[config.mk]
export PLATFORM = sky130hd
export DESIGN_NAME = lcd_pixel_stream
export DESIGN_NICKNAME = d
export VERILOG_FILES = /design/src/rtl/lcd_pkg.sv /design/src/rtl/lcd_sync_fifo.sv /design/src/rtl/lcd_pixel_stream.sv
export SDC_FILE = /design/constraint.sdc
export NUM_CORES = 1
export LEC_CHECK = 0
export ABC_AREA = 1
export CORE_UTILIZATION = 39
export DETAILED_ROUTE_END_ITERATION = 6
export GPL_TIMING_DRIVEN = 0
export SKIP_CTS_REPAIR_TIMING = 1
export SLEW_MARGIN = 20
export SYNTH_ARGS = -nofsm -noshare
export SYNTH_HDL_FRONTEND = slang
export SYNTH_HIERARCHICAL = 1
export SYNTH_SLANG_ARGS = --single-unit
[constraint.sdc]
create_clock -name PixelClk -period 8.1 [get_ports PixelClk]
set_input_delay 1.215 -clock PixelClk [delete_from_list [all_inputs] [get_ports PixelClk]]
set_output_delay 1.215 -clock PixelClk [all_outputs]
set_load 0.02 [all_outputs]
[src/rtl/lcd_pkg.sv]
// Shared types and default geometry for the LCD pixel-stream path.
package lcd_pkg;

    localparam int unsigned H_ACTIVE_DEF   = 480;
    localparam int unsigned V_ACTIVE_DEF   = 272;
    localparam logic [15:0] FILL_COLOR_DEF = 16'h0000;

    typedef struct packed {
        logic [4:0] r;
        logic [5:0] g;
        logic [4:0] b;
    } rgb565_t;

    // FIFO entry: the start-of-frame tag travels with its pixel.
    typedef struct packed {
        logic    sof;
        rgb565_t pix;
    } pix_word_t;

    localparam int unsigned PIX_WORD_W = $bits(pix_word_t);

    typedef enum logic [1:0] {
        HUNT = 2'd0,
        FILL = 2'd1,
        RUN  = 2'd2
    } state_e;

endpackage

[src/rtl/lcd_sync_fifo.sv]
// Single-clock FIFO with synchronous flush and combinational head read.
module lcd_sync_fifo #(
    parameter int unsigned WIDTH = 17,
    parameter int unsigned DEPTH = 64
) (
    input  logic                   clk_i,
    input  logic                   rst_ni,
    input  logic                   push_i,
    input  logic                   pop_i,
    input  logic                   flush_i,
    input  logic [WIDTH-1:0]       wdata_i,
    output logic [WIDTH-1:0]       rdata_c,
    output logic                   full_c,
    output logic                   empty_c,
    output logic [$clog2(DEPTH):0] level_o
);

    localparam int unsigned AW = $clog2(DEPTH);
    localparam int unsigned LW = AW + 1;

    logic [WIDTH-1:0] mem_q [DEPTH];
    logic [AW-1:0]    wr_ptr_q, wr_ptr_d;
    logic [AW-1:0]    rd_ptr_q, rd_ptr_d;
    logic [LW-1:0]    level_q, level_d;
    logic             push_ok, pop_ok;

    assign full_c  = (level_q == LW'(DEPTH));
    assign empty_c = (level_q == '0);
    assign rdata_c = mem_q[rd_ptr_q];
    assign level_o = level_q;

    // Flush wins over any push or pop in the same cycle.
    assign push_ok = push_i && !full_c  && !flush_i;
    assign pop_ok  = pop_i  && !empty_c && !flush_i;

    always_comb begin
        wr_ptr_d = wr_ptr_q;
        rd_ptr_d = rd_ptr_q;
        level_d  = level_q;
        if (flush_i) begin
            wr_ptr_d = '0;
            rd_ptr_d = '0;
            level_d  = '0;
        end else begin
            if (push_ok) wr_ptr_d = wr_ptr_q + AW'(1);
            if (pop_ok)  rd_ptr_d = rd_ptr_q + AW'(1);
            level_d = level_q + LW'(push_ok) - LW'(pop_ok);
        end
    end

    always_ff @(posedge clk_i) begin
        if (!rst_ni) begin
            wr_ptr_q <= '0;
            rd_ptr_q <= '0;
            level_q  <= '0;
        end else begin
            wr_ptr_q <= wr_ptr_d;
            rd_ptr_q <= rd_ptr_d;
            level_q  <= level_d;
        end
    end

    // Storage needs no reset; entries are only read while level is non-zero.
    always_ff @(posedge clk_i) begin
        if (push_ok) mem_q[wr_ptr_q] <= wdata_i;
    end

endmodule

[src/rtl/lcd_pixel_stream.sv]
// Frame-aligned RGB565 pixel source feeding the LCD pins, one pixel per pix_de.
// Optional per-frame/underflow statistics: define LCD_PIXEL_STREAM_STATS_EN.
module lcd_pixel_stream
    import lcd_pkg::*;
#(
    parameter int unsigned DEPTH      = 64,
    parameter int unsigned H_ACTIVE   = H_ACTIVE_DEF,
    parameter int unsigned V_ACTIVE   = V_ACTIVE_DEF,
    parameter logic [15:0] FILL_COLOR = FILL_COLOR_DEF
) (
    input  logic                   PixelClk,
    input  logic                   nRST,
    input  logic                   s_valid,
    output logic                   s_ready,
    input  logic [15:0]            s_data,
    input  logic                   s_sof,
    input  logic                   pix_de,
    input  logic                   frame_start,
    output logic                   LCD_DE,
    output logic [4:0]             LCD_R,
    output logic [5:0]             LCD_G,
    output logic [4:0]             LCD_B,
    output logic                   underflow,
    output logic                   sof_err,
    output logic [$clog2(DEPTH):0] level
`ifdef LCD_PIXEL_STREAM_STATS_EN
    ,
    output logic [15:0]            frame_cnt,
    output logic [15:0]            underflow_cnt
`endif
);

    localparam int unsigned FRAME_PIX = H_ACTIVE * V_ACTIVE;
    localparam int unsigned CW        = $clog2(FRAME_PIX + 1);

    state_e        state_q, state_d;
    logic [CW-1:0] cnt_q, cnt_d, cnt_eff, cnt_inc;
    pix_word_t     head;
    logic          full, empty;
    logic          push, pop, flush;
    logic          s_ready_c;
    logic          pix_hit, und_hit, sof_hit;
    logic          lcd_de_q;
    rgb565_t       rgb_q;
    logic          underflow_q, sof_err_q;

    lcd_sync_fifo #(
        .WIDTH (PIX_WORD_W),
        .DEPTH (DEPTH)
    ) u_fifo (
        .clk_i   (PixelClk),
        .rst_ni  (nRST),
        .push_i  (push),
        .pop_i   (pop),
        .flush_i (flush),
        .wdata_i ({s_sof, s_data}),
        .rdata_c (head),
        .full_c  (full),
        .empty_c (empty),
        .level_o (level)
    );

    // Next-state, FIFO control and per-pixel decision.
    always_comb begin
        state_d   = state_q;
        cnt_d     = cnt_q;
        cnt_eff   = cnt_q;
        cnt_inc   = cnt_q + CW'(1);
        s_ready_c = 1'b0;
        push      = 1'b0;
        pop       = 1'b0;
        flush     = 1'b0;
        pix_hit   = 1'b0;
        und_hit   = 1'b0;
        sof_hit   = 1'b0;
        case (state_q)
            HUNT: begin
                s_ready_c = 1'b1;
                if (s_valid && s_sof) begin
                    push    = 1'b1;
                    state_d = FILL;
                end
            end
            FILL: begin
                s_ready_c = !full;
                push      = s_valid && !full;
                if (frame_start) begin
                    state_d = RUN;
                    cnt_d   = '0;
                end
            end
            RUN: begin
                s_ready_c = !full;
                push      = s_valid && !full;
                if (frame_start) begin
                    cnt_eff = '0;
                    cnt_d   = '0;
                end
                cnt_inc = cnt_eff + CW'(1);
                if (pix_de) begin
                    cnt_d = cnt_inc;
                    if (empty) begin
                        und_hit = 1'b1;
                        sof_hit = (cnt_eff == '0);
                    end else begin
                        pop     = 1'b1;
                        // Head must carry sof exactly at pixel 0 of the frame.
                        sof_hit = (head.sof != (cnt_eff == '0));
                        pix_hit = !sof_hit;
                    end
                    if (sof_hit) begin
                        flush   = 1'b1;
                        push    = 1'b0;
                        state_d = HUNT;
                    end else if (cnt_inc == CW'(FRAME_PIX)) begin
                        state_d = FILL;
                    end
                end
            end
            default: state_d = HUNT;
        endcase
    end

    assign s_ready = nRST && s_ready_c;

    always_ff @(posedge PixelClk) begin
        if (!nRST) begin
            state_q     <= HUNT;
            cnt_q       <= '0;
            lcd_de_q    <= 1'b0;
            rgb_q       <= rgb565_t'(FILL_COLOR);
            underflow_q <= 1'b0;
            sof_err_q   <= 1'b0;
        end else begin
            state_q     <= state_d;
            cnt_q       <= cnt_d;
            lcd_de_q    <= pix_de;
            rgb_q       <= pix_hit ? head.pix : rgb565_t'(FILL_COLOR);
            underflow_q <= underflow_q || und_hit;
            sof_err_q   <= sof_err_q || sof_hit;
        end
    end

    assign LCD_DE    = lcd_de_q;
    assign LCD_R     = rgb_q.r;
    assign LCD_G     = rgb_q.g;
    assign LCD_B     = rgb_q.b;
    assign underflow = underflow_q;
    assign sof_err   = sof_err_q;

`ifdef LCD_PIXEL_STREAM_STATS_EN
    logic [15:0] frame_cnt_q;
    logic [15:0] und_cnt_q;

    // Frames count completed RUN->FILL passes; underflow count saturates.
    always_ff @(posedge PixelClk) begin
        if (!nRST) begin
            frame_cnt_q <= '0;
            und_cnt_q   <= '0;
        end else begin
            if (state_q == RUN && state_d == FILL) frame_cnt_q <= frame_cnt_q + 16'd1;
            if (und_hit && und_cnt_q != 16'hFFFF)  und_cnt_q   <= und_cnt_q + 16'd1;
        end
    end

    assign frame_cnt     = frame_cnt_q;
    assign underflow_cnt = und_cnt_q;
`endif

endmodule

==> impl_metrics.yaml <==
route:
  drtIter0Drc: 4439
  wirelength_mm: 151
  ant_nets: 0
  via_per_inst: 5.48
  drc: 0
  wire_per_inst_um: 24.6
  firstDrtPassIters: 6
  vias: 33700
floorplan:
  dieWidth_um: 351
  die-area_um2: 123000
  row_count: 127
  fp.dieH_um: 351
  initial_core_util_pct: 39.4
  ios: 49
  core-area_um2: 120000
synthesis:
  syn_nets: 4242
  postSynthAreaPerCell_um2: 11.3
  synth_warnings: 6
  syn_area_um2: 47400
  netlist-cell-type-count: 38
  seq_area_frac_synth_pct: 71.5
  synth-seq-cells: 1151
  syn_inst: 4203
clock_tree:
  cts_buffer_depth: 3
  cts_made_buffers: 117
  root_buffer: "clkbuf_16"
  path_clk_slew_ps: 60
  cts_htree_levels: 3
  cts_tree: "done"
  clock_latency_ps: 720
  clock-sinks: 1151
worst_setup_path:
  cp_data_required_time_ps: 8420
  endpoint_kind: "flip-flop"
  cp-start-kind: "flip-flop"
  arrival_ps: 7130
  crit_type: "reg -> reg"
  crit_fanout: 17
hold_path:
  hold_path_class: "reg -> reg"
timing:
  setup_viol: 0
  period_needed_ps: 6820
  setup_slack_ps: 1280
  final_max_slew_viol_count: 0
  finalCritPeriodShare_pct: 84.1
  max_slew_margin_pct: 17.8
  hold_viol_final: 0
  whs_ps: 469
  fin_skew_ps: 26.9
  rsz0062_at_grt: "no"
  tightest_slew_ps: 1230
  fmax_ghz: 0.147
global_routing:
  antenna_found_initial: 4
  grt_overflow: 0
  grt_max_degree: 50
  grt_pass1_vias: 30600
  grt_pass1_wl_mm: 215
  grt_use_total_pct: 24.4
placed_design:
  gp_congestion: 0.932
  portBuffers: 48
  dp_slack_ps: 1620
  hpwl_mm: 104
power:
  p_leak_nw: 19.9
  power.density_nw_per_um2: 258
  peakVddDrop_uv: 177
  total_power_mw: 14.2
final_layout:
  drive_gt1_share_pct: 11.3
  post-route-util_pct: 45.8
  syn2layout_area_growth_pct: 16.2
  layout_commonest_cell: "nand2_1"
  layout.nets: 4471
  num-fill-cells: 11000
  mostFrequentLayoutCells: "1,495 x nand2_1, 1,088 x edfxtp_1, 951 x nand3_1"
outcome:
  status: "finished, final reports clean"
run:
  maxCapViolations: 0
## cell usage after synthesis (all sizes together)
master  count  area share (%)
fa          1           0.042
nand2    1496              12
o21ai      23            0.24
nand4      13            0.25
nor2      128             1.0
nand3     957              10
dfxtp      63             2.7
o21bai      1           0.016
a21oi      49            0.52
clkinv      4           0.032
o21a        2           0.032
nor3b       1           0.016
edfxtp   1088              69
and2        1           0.013
clkbuf     45            0.36
buf       201             2.4
xor2        6            0.11
nor3        9           0.095
o22ai       1           0.013
o211ai      2           0.032
ha         16            0.42
a211oi      1           0.016
xnor2       2           0.037
a221oi      1           0.018
a22oi       2           0.032
inv        90            0.72
## cells by family (layout without fill, tap and decap cells)
logic type      count (synthesis)  count (layout)  synth area share, %
flops                        1151            1151                 71.5
other cells                     0               3                    0
compound gates                 82              82                0.918
xor+xnor                        8               8                0.148
fa+ha+maj                      17              17                0.464
simple gates                 2605            2605                 23.4
buf+inv                       340             670                 3.51
## sequential cells by signal, indices dropped and copies added, names as in the netlist, named ones only
name,flops
u_fifo/wr_ptr_q,6
u_fifo/level_o,7
LCD_G,6
sof_err,1
underflow,1
LCD_DE,1
u_fifo/mem_q,1088
cnt_q,17
u_fifo/rd_ptr_q,6
LCD_R,5
state_q,2
LCD_B,5
## stage by stage
step                setup TNS (ps)  instances  instance area, um2
global placement            -15970       5863               49900
global route                     0       6145               55100
finish                           0       6148               55100
floorplan                        0       4203               47400
CTS                              0       6145               55100
detailed placement               0       5925               51200
## power by group
group	total, mW	switching [mW]	internal [mW]
Clock	5.52	2.31	3.21
Sequential	6.66	0.0492	6.61
Combinational	2.05	1.49	0.563
Total	14.2	3.84	10.4
## critical path, cell delays in order, from the launching register on
cell      delay [ps]
dfxtp_1          330
inv_2            360
buf_2            500
buf_1            850
nand3_1          200
nand2_1          150
nand2_1           60
nand3_1          100
nand3_1           80
nand2_1          330
nand4_2          180
nand3_2          120
nand3_2           80
inv_2             70
o21bai_1          60
a21oi_1          190
nand3_2          350
inv_1            220
nand4_1          960
nor2_2          1160
## cell type report
class                   count  area, um2  area share (%)
clock buffers             139       3070            5.58
multi-input cells        2712      12100            22.0
inverters                  94        355           0.645
well taps                1612       2020            3.66
repair buffers            110       1490            2.71
clock inverters            81        830            1.50
flip-flops and latches   1151      33900            61.6
plain buffers             246       1310            2.37
diodes                      3       7.51          0.0136
## path summary, 6_finish.rpt
kind	startpoint	slack, ps	to	cells after the start
worst max-delay path	flip-flop	1280	u_fifo/mem_q[3][5]$_DFFE_PP_	19
worst max register to register	flip-flop	1280	u_fifo/mem_q[3][5]$_DFFE_PP_	19
worst min-delay path	cnt_q[16]$_SDFFE_PN0N_	470	cnt_q[16]$_SDFFE_PN0N_	2
worst min register to register	cnt_q[16]$_SDFFE_PN0N_	470	cnt_q[16]$_SDFFE_PN0N_	2
## per-layer routing
layer,routed length (um),GRT usage [%],vias to the layer above
li1,-,-,15100
met1,62800,34.8,16500
met2,66200,36.1,1795
met3,16700,5.21,258
met4,5720,9.64,0
met5,0,0,-
No activity file was read; power rests on OpenSTA's default activity.
